### src/rtl/multicast_receiver.sv
// rtl/multicast_receiver.sv - PE-side multicast bus receiver: tag match, capture FIFO, PE handshake.
// Optional MC_RX_WILDCARD_EN makes an all-ones bus tag field match any own tag.
module multicast_receiver #(
  parameter int DATA_WIDTH = 16,
  parameter int ROW_TAG_W  = 4,
  parameter int COL_TAG_W  = 4,
  parameter int FIFO_DEPTH = 4
) (
  input  logic                           clk,
  input  logic                           rstn,
  input  logic                           cfg_en,
  input  logic [ROW_TAG_W-1:0]           cfg_row_id,
  input  logic [COL_TAG_W-1:0]           cfg_col_id,
  input  logic                           bus_valid,
  input  logic [ROW_TAG_W-1:0]           bus_row_tag,
  input  logic [COL_TAG_W-1:0]           bus_col_tag,
  input  logic [DATA_WIDTH-1:0]          bus_data,
  output logic                           bus_ready,
  output logic                           pe_valid,
  output logic [DATA_WIDTH-1:0]          pe_data,
  input  logic                           pe_ready,
  output logic                           locked,
  output logic [$clog2(FIFO_DEPTH):0]    fifo_count
);

  localparam int AW = $clog2(FIFO_DEPTH);
  localparam int CW = AW + 1;

  localparam logic [0:0] ST_UNCFG = 1'b0;
  localparam logic [0:0] ST_RUN   = 1'b1;

  logic [0:0]            r_state;
  logic [ROW_TAG_W-1:0]  r_row_id;
  logic [COL_TAG_W-1:0]  r_col_id;
  logic [DATA_WIDTH-1:0] r_mem [FIFO_DEPTH];
  logic [AW-1:0]         r_wr_ptr;
  logic [AW-1:0]         r_rd_ptr;
  logic [CW-1:0]         r_count;

  logic w_full;
  logic w_empty;
  logic w_row_hit;
  logic w_col_hit;
  logic w_push;
  logic w_pop;

  assign w_full  = (r_count == CW'(FIFO_DEPTH));
  assign w_empty = (r_count == '0);

`ifdef MC_RX_WILDCARD_EN
  assign w_row_hit = (bus_row_tag == r_row_id) || (&bus_row_tag);
  assign w_col_hit = (bus_col_tag == r_col_id) || (&bus_col_tag);
`else
  assign w_row_hit = (bus_row_tag == r_row_id);
  assign w_col_hit = (bus_col_tag == r_col_id);
`endif

  // Ready depends on registered occupancy only, so every PE on a segment sees the same beat-independent value.
  assign bus_ready  = (r_state == ST_UNCFG) ? 1'b1 : !w_full;
  assign pe_valid   = !w_empty;
  assign pe_data    = r_mem[r_rd_ptr];
  assign locked     = (r_state == ST_RUN);
  assign fifo_count = r_count;

  assign w_push = bus_valid && bus_ready && w_row_hit && w_col_hit && (r_state == ST_RUN) && !cfg_en;
  assign w_pop  = pe_valid && pe_ready;

  always_ff @(posedge clk) begin
    if (!rstn) begin
      r_state  <= ST_UNCFG;
      r_row_id <= '0;
      r_col_id <= '0;
      r_wr_ptr <= '0;
      r_rd_ptr <= '0;
      r_count  <= '0;
      for (int i = 0; i < FIFO_DEPTH; i++) r_mem[i] <= '0;
    end else if (cfg_en) begin
      // Retagging flushes; any same-cycle pop is lost with the flush.
      r_state  <= ST_RUN;
      r_row_id <= cfg_row_id;
      r_col_id <= cfg_col_id;
      r_wr_ptr <= '0;
      r_rd_ptr <= '0;
      r_count  <= '0;
    end else begin
      if (w_push) begin
        r_mem[r_wr_ptr] <= bus_data;
        r_wr_ptr        <= r_wr_ptr + AW'(1);
      end
      if (w_pop) r_rd_ptr <= r_rd_ptr + AW'(1);
      case ({w_push, w_pop})
        2'b10:   r_count <= r_count + CW'(1);
        2'b01:   r_count <= r_count - CW'(1);
        default: r_count <= r_count;
      endcase
    end
  end

endmodule

### config.mk
export PLATFORM = sky130hd
export DESIGN_NAME = multicast_receiver
export DESIGN_NICKNAME = d
export VERILOG_FILES = /design/src/rtl/multicast_receiver.sv
export SDC_FILE = /design/constraint.sdc
export NUM_CORES = 1
export LEC_CHECK = 0
export BUFFER_PORTS_ARGS = -buffer_cell sky130_fd_sc_hd__buf_2
export CORE_UTILIZATION = 51
export CTS_BUF_LIST = sky130_fd_sc_hd__clkbuf_16
export DETAILED_ROUTE_END_ITERATION = 10
export PLACE_DENSITY = 0.75
export SYNTH_ARGS = -nofsm -noshare
export SYNTH_HDL_FRONTEND = slang
export SYNTH_SLANG_ARGS = --single-unit
### constraint.sdc
create_clock -name clk -period 2.25 [get_ports clk]
set_input_delay 0.1125 -clock clk [delete_from_list [all_inputs] [get_ports clk]]
set_output_delay 0.1125 -clock clk [all_outputs]
set_load 0.005 [all_outputs]
After elaboration in Yosys (flattened, before gate mapping)
Memory sizes are Yosys's and may differ from the RTL's. A register that Yosys moved wholly into a read port is not among the register bits.
Cells that the tools add are included.
W data, S select, Z words.
{ "word_totals": {"inputBits": 37, "n_memories": 1, "ff_bits": 16, "wordCells": 42, "out_inout_bits": 22, "ramBits": 64} }
{ "mem_list": {"columns": ["name", "words", "width", "rd", "rd_clocked_by_memory_dff", "write_ports", "line_no", "source"], "rows": [
  ["r_mem", 4, 16, 1, 1, 4, "35", "logic [DATA_WIDTH-1:0] r_mem [FIFO_DEPTH];"]
]} }
{ "op_classes": {"n_addsub": 4, "mux": 12, "n_reduce_logical": 13, "eq_ne": 5, "n_bitwise": 1} }
{ "ops": {"columns": ["cell", "n"], "rows": [
  ["$mux W16", 1],
  ["$reduce_or A16 Y1", 1],
  ["$eq A4 B4 Y1", 2],
  ["$mux W1", 7],
  ["$logic_and A1 B1 Y1", 6],
  ["$mux W2", 3],
  ["$pmux W3 S2", 1],
  ["$add A2 B1 Y2 const B", 2],
  ["$add A3 B1 Y3 const B", 1],
  ["$eq A3 B3 Y1 const B", 1],
  ["$logic_not A1 Y1", 3],
  ["$logic_not A3 Y1", 1],
  ["$sub A3 B1 Y3 const B", 1],
  ["$eq A2 B1 Y1 const B", 1],
  ["$eq A2 B2 Y1 const B", 1],
  ["$reduce_bool A2 Y1", 1],
  ["$reduce_or A2 Y1", 1],
  ["$not A1 Y1", 1]
]} }

Logic depth before layout (Yosys ltp)
{ "depth": {"ltp_word": 14, "mapped_depth": 9, "mapped_depth_nobuf": 9} }

Worst setup path after synthesis
OpenSTA, ideal clock, no wires.
{ "synth_timing": {"path_kind": "register to register", "start": "register r_count[2] (netlist: fifo_count[2])", "end": "register r_count[2] (netlist: fifo_count[2])", "synth_period_minus_slack_ns": 2.208, "arrival_ns": 2.137, "path_stages_with_launch": 10, "setup_time_ns": 0.071, "path_slack_ns": 0.042, "cell_sequence": "dfxtp_1 or3b_1 and4_1 nand3_1 ha_1 inv_1 fa_1 xor2_1 or3_1 a21oi_1"} }
{ "synth_between": {"elab_chain_cells": 10, "elab_cells_between_ends": 17, "cone_classes": "add/sub (2); eq/ne (3); mux (2); reduce/logical (10)"} }
{ "synth_rtl": {"columns": ["item", "line_no", "source"], "rows": [
  ["from (decl)", "38", "logic [CW-1:0] r_count;"],
  ["from (signal assigned)", "92", "2'b10: r_count <= r_count + CW'(1);"],
  ["from (signal assigned)", "93", "2'b01: r_count <= r_count - CW'(1);"],
  ["from (signal assigned)", "94", "default: r_count <= r_count;"],
  ["$eq A3 B3 Y1", "47", "assign w_full = (r_count == CW'(FIFO_DEPTH));"],
  ["$logic_not A1 Y1", "59", "assign bus_ready = (r_state == ST_UNCFG) ? 1'b1 : !w_full;"],
  ["$mux W1", "59", null],
  ["$logic_and A1 B1 Y1 (5 in a row)", "65", "assign w_push = bus_valid && bus_ready && w_row_hit && w_col_hit && (r_state == ST_RUN) && !cfg_en;"],
  ["$eq A2 B1 Y1 or $eq A2 B2 Y1 (tied branches)", "91", "case ({w_push, w_pop})"],
  ["$pmux W3 S2 or $reduce_bool A2 Y1 (tied branches)", null, null]
]} }
Several ways; a longest one is shown, not always the timed one.
A chain may end at the register's enable or synchronous reset.

Worst setup path in the final report
{ "layout_timing": {"start": "register r_count[0] (netlist: fifo_count[0])", "end": "register r_count[2] (netlist: fifo_count[2])"} }
Same word-level chain as after synthesis.

==> results.py <==
metrics = {
    "sta": {
        "maxSlewViolCount": 0,
        "fin_skew_ps": 4.651,
        "final.setup.tns_ps": 0,
        "finalCritPeriodShare": 0.9759,
        "hold_viol": 0,
        "tightest_slew_ps": 516.1,
        "relSlewSlack": 0.6533,
        "rsz0062_at_grt": "yes",
        "worst_hold_slack_ps": 12.18,
        "setup_violations": 0,
        "max_freq_mhz": 455.4,
        "setup_ws_ps": 54.17,
        "min_period_ps": 2196,
    },
    "critical_path": {
        "r2r-start": "fifo_count[0]",
        "arrival_ps": 2460,
        "cp.required_ps": 2510,
        "critical_path_depth": 9,
        "cp_top_family": "simple AND/OR/NAND/NOR gates",
        "max_stage_delay_ps": 400,
        "critPathSlowestCell": "or3b_4",
        "endpoint_kind": "flop",
        "start_kind": "flop",
        "worst-setup-path-type": "reg2reg",
        "critPathMaxFanout": 2,
        "worstReg2RegEnd": "fifo_count[2]",
        "r2r_cells": 9,
        "crit_path_cell_trace": "or3b_4 > and4_1 > nand3_1 > ha_2 > inv_1 > fa_2 > xor2_1 > or3_1 > a21oi_2",
        "reg2reg_slack_ps": 50,
        "critPathBufInv": 1,
    },
    "power": {
        "vdd_drop_max_mv": 0.4003,
        "p_sw_frac": 0.2111,
        "p_total_uw": 3321,
        "power.leakage_uw": 0.001895,
        "clkPwrFrac": 0.443,
        "p_sw_uw": 701.2,
        "p_per_area_mw_per_mm2": 754.5,
        "p_comb_frac": 0.048,
        "seq_power_share": 0.510,
        "p_int_uw": 2620,
    },
    "floorplan": {
        "fp.dieArea_mm2": 0.007559,
        "core_region_area_mm2": 0.006869,
        "die_x_um": 86.94,
        "dieHeight_um": 86.94,
        "num_rows": 30,
        "initial_core_util": 0.5357,
        "io_pins": 59,
    },
    "synthesis": {
        "async_flop_share": 0,
        "ys_warn_count": 0,
        "ys_types": 31,
        "ys_ff_latch": 82,
        "synth_flop_cell": "edfxtp_1",
        "post-synth-top-count-cell": "edfxtp_1",
        "synth.top_cells.by_area": "edfxtp_1 (52%), dfxtp_1 (9.8%), mux4_2 (9.8%)",
        "yosysSeqAreaShare": 0.6202,
        "synth_edf_count": 64,
        "synth_nets": 296,
        "yosysTopAreaCellShare": 0.5223,
        "avgSynthCellArea_um2": 14.32,
        "synth_largest_area_cell": "edfxtp_1",
        "netlist_area_mm2": 0.003680,
        "synth_common_cells": "edfxtp_1 (64), and3_1 (48), nor2_1 (23)",
        "synth_cells": 257,
    },
    "detailed_routing": {
        "viasPerCell": 5.377,
        "drt-initial-drc-count": 132,
        "ant_nets": 0,
        "drt_pass1_iterations": 4,
        "via_count": 2280,
        "drc": 0,
        "finalWirelength_um": 6941,
        "drt-wirelength-per-cell_um": 16.37,
    },
    "grt": {
        "grt_pass1_vias": 2271,
        "grt_max_degree": 65,
        "grt_pass1_wl_um": 11090,
        "grt.total_usage": 0.2001,
        "grt_overflow_total": 0,
        "antenna_found_initial": 1,
    },
    "final_layout": {
        "finalCoreUtilization": 0.6408,
        "syn_to_final_growth_pct": 19.62,
        "drive_gt1_frac": 0.3415,
        "n_antenna_cell": 0,
        "nNetsFinal": 362,
    },
    "min_path": {
        "min_to": "r_row_id[1]",
        "whs_path_depth": 3,
        "hold_path.startpoint": "cfg_row_id[1]",
        "worstHoldPathType": "in2reg",
    },
    "clocking": {
        "path_clk_slew_ps": 60,
        "cts-root-buf": "clkbuf_16",
        "htreeDepth": 3,
        "cts.sinks": 82,
        "cts_tree": "yes",
        "insertion_delay_ps": 330,
        "clockBufferDepth": 2,
        "cts_made_buffers": 9,
    },
    "run": {
        "maxCapViolations": 0,
    },
    "place": {
        "dpl_worst_slack_ps": 11.21,
        "gp_congestion": 0.7844,
        "dp_hpwl_um": 4328,
        "io_buffer_count": 58,
    },
    "outcome": {
        "status": "complete, no violations",
    },
}
==> power groups by stage <==
stage / Sequential [uW] / Clock (uW) / Combinational, uW
5_1_grt: 1700 / 1560 / 174
3_3_place_gp: 1720 / 0 / 155
6_report: 1690 / 1470 / 158
2_1_floorplan: 1720 / 0 / 79.0
3_5_place_dp: 1730 / 0 / 160
4_1_cts: 1690 / 1490 / 161
==> flip-flops by register name, indices dropped and copies added (netlist names), named ones only <==
| name | count |
|---|---|
| locked | 1 |
| r_mem | 64 |
| r_col_id | 4 |
| fifo_count | 3 |
| r_row_id | 4 |
| r_wr_ptr | 2 |
| r_rd_ptr | 2 |
==> through the flow <==
step,cell area [um2],instances
global placement,4080,407
detailed placement,4080,407
finish,4402,424
global route,4402,424
floorplan,3680,257
CTS,4387,423
==> kinds of logic (layout without fill, tap and decap cells) <==
logic type / count (synthesis) / count (layout) / synth area share
xor+xnor: 12 / 12 / 0.02856
flops: 82 / 82 / 0.6202
compound gates: 8 / 8 / 0.01462
simple gates: 104 / 104 / 0.1632
mux: 26 / 26 / 0.1258
buf+inv: 23 / 94 / 0.03876
fa+ha+maj: 2 / 2 / 0.008840
==> cell type report <==
cell class	count	area [um2]
Timing Repair Buffer	72	407.9
Multi-Input combinational cell	152	1266
Fill cell	532	2467
Clock inverter	7	76.32
Inverter	6	22.52
Clock buffer	9	225.2
Tap cell	96	120.1
Sequential cell	82	2283
==> what timing repair did <==
| action | 4_1_cts | 5_1_grt |
|---|---|---|
| hold endpoints to repair | 0 | 0 |
| hold buffers | 0 | 0 |
| resized for setup | 2 | 3 |
| setup buffers | 0 | 1 |
| pin swaps | 0 | 1 |
| gates cloned | 0 | 0 |
| setup endpoints to repair | 1 | 1 |
==> per-layer routing <==
metal | routed length [um] | share of wire | global-route usage | up-vias
met2 | 3569 | 0.51 | 0.3493 | 67
met4 | 89 | 0.013 | 0.08182 | 0
li1 | - | - | - | 1097
met5 | 0 | 0 | 0 | -
met3 | 353 | 0.051 | 0.04834 | 9
met1 | 2928 | 0.42 | 0.2375 | 1107
==> worst max-delay path by stage <==
stage                        from             to  slack (ps)
finish              fifo_count[0]  fifo_count[2]          50
global route        fifo_count[0]  fifo_count[2]         -50
floorplan           fifo_count[2]  fifo_count[2]          40
detailed placement  fifo_count[0]  fifo_count[2]          10
global placement    fifo_count[0]  fifo_count[2]          50
CTS                 fifo_count[0]  fifo_count[2]           5
==> placed cells by master (no fill, tap or decap) <==
| master | netlist | layout |
|---|---|---|
| edfxtp_1 | 64 | 64 |
| buf_2 | 3 | 58 |
| and3_1 | 48 | 48 |
| nor2_1 | 23 | 23 |
| and2_1 | 17 | 17 |
| dfxtp_1 | 18 | 17 |
| mux4_2 | 16 | 16 |
| buf_4 | 0 | 13 |
| xnor2_1 | 9 | 9 |
| clkbuf_16 | 0 | 9 |
| mux2i_1 | 8 | 8 |
| inv_1 | 6 | 6 |
| a21o_1 | 4 | 4 |
| nand4_1 | 3 | 3 |
| xor2_1 | 3 | 3 |
| inv_6 | 0 | 3 |
| or3_1 | 2 | 2 |
| and4_1 | 2 | 2 |
| nand2_1 | 2 | 2 |
| mux2_2 | 2 | 2 |
| clkinvlp_4 | 0 | 2 |
| o31a_1 | 1 | 1 |
| and3b_1 | 1 | 1 |
| or3b_4 | 0 | 1 |
| nand3_1 | 1 | 1 |
| and4_4 | 1 | 1 |
| nor3_1 | 1 | 1 |
| nor4_1 | 1 | 1 |
| nand2b_1 | 1 | 1 |
| a21oi_1 | 2 | 1 |
| o21ai_0 | 1 | 1 |
| a21oi_2 | 0 | 1 |
| fa_2 | 0 | 1 |
| ha_2 | 0 | 1 |
| clkinv_2 | 0 | 1 |
| bufinv_16 | 0 | 1 |
| dfxtp_2 | 0 | 1 |
| buf_12 | 0 | 1 |
==> worst reg2reg max path, stage by stage, from the launching register on <==
cell	delay, ps
dfxtp_1	310
or3b_4	400
and4_1	170
nand3_1	90
ha_2	180
inv_1	50
fa_2	330
xor2_1	150
or3_1	330
a21oi_2	130
Note: power is estimated with default switching activity, not from simulation.
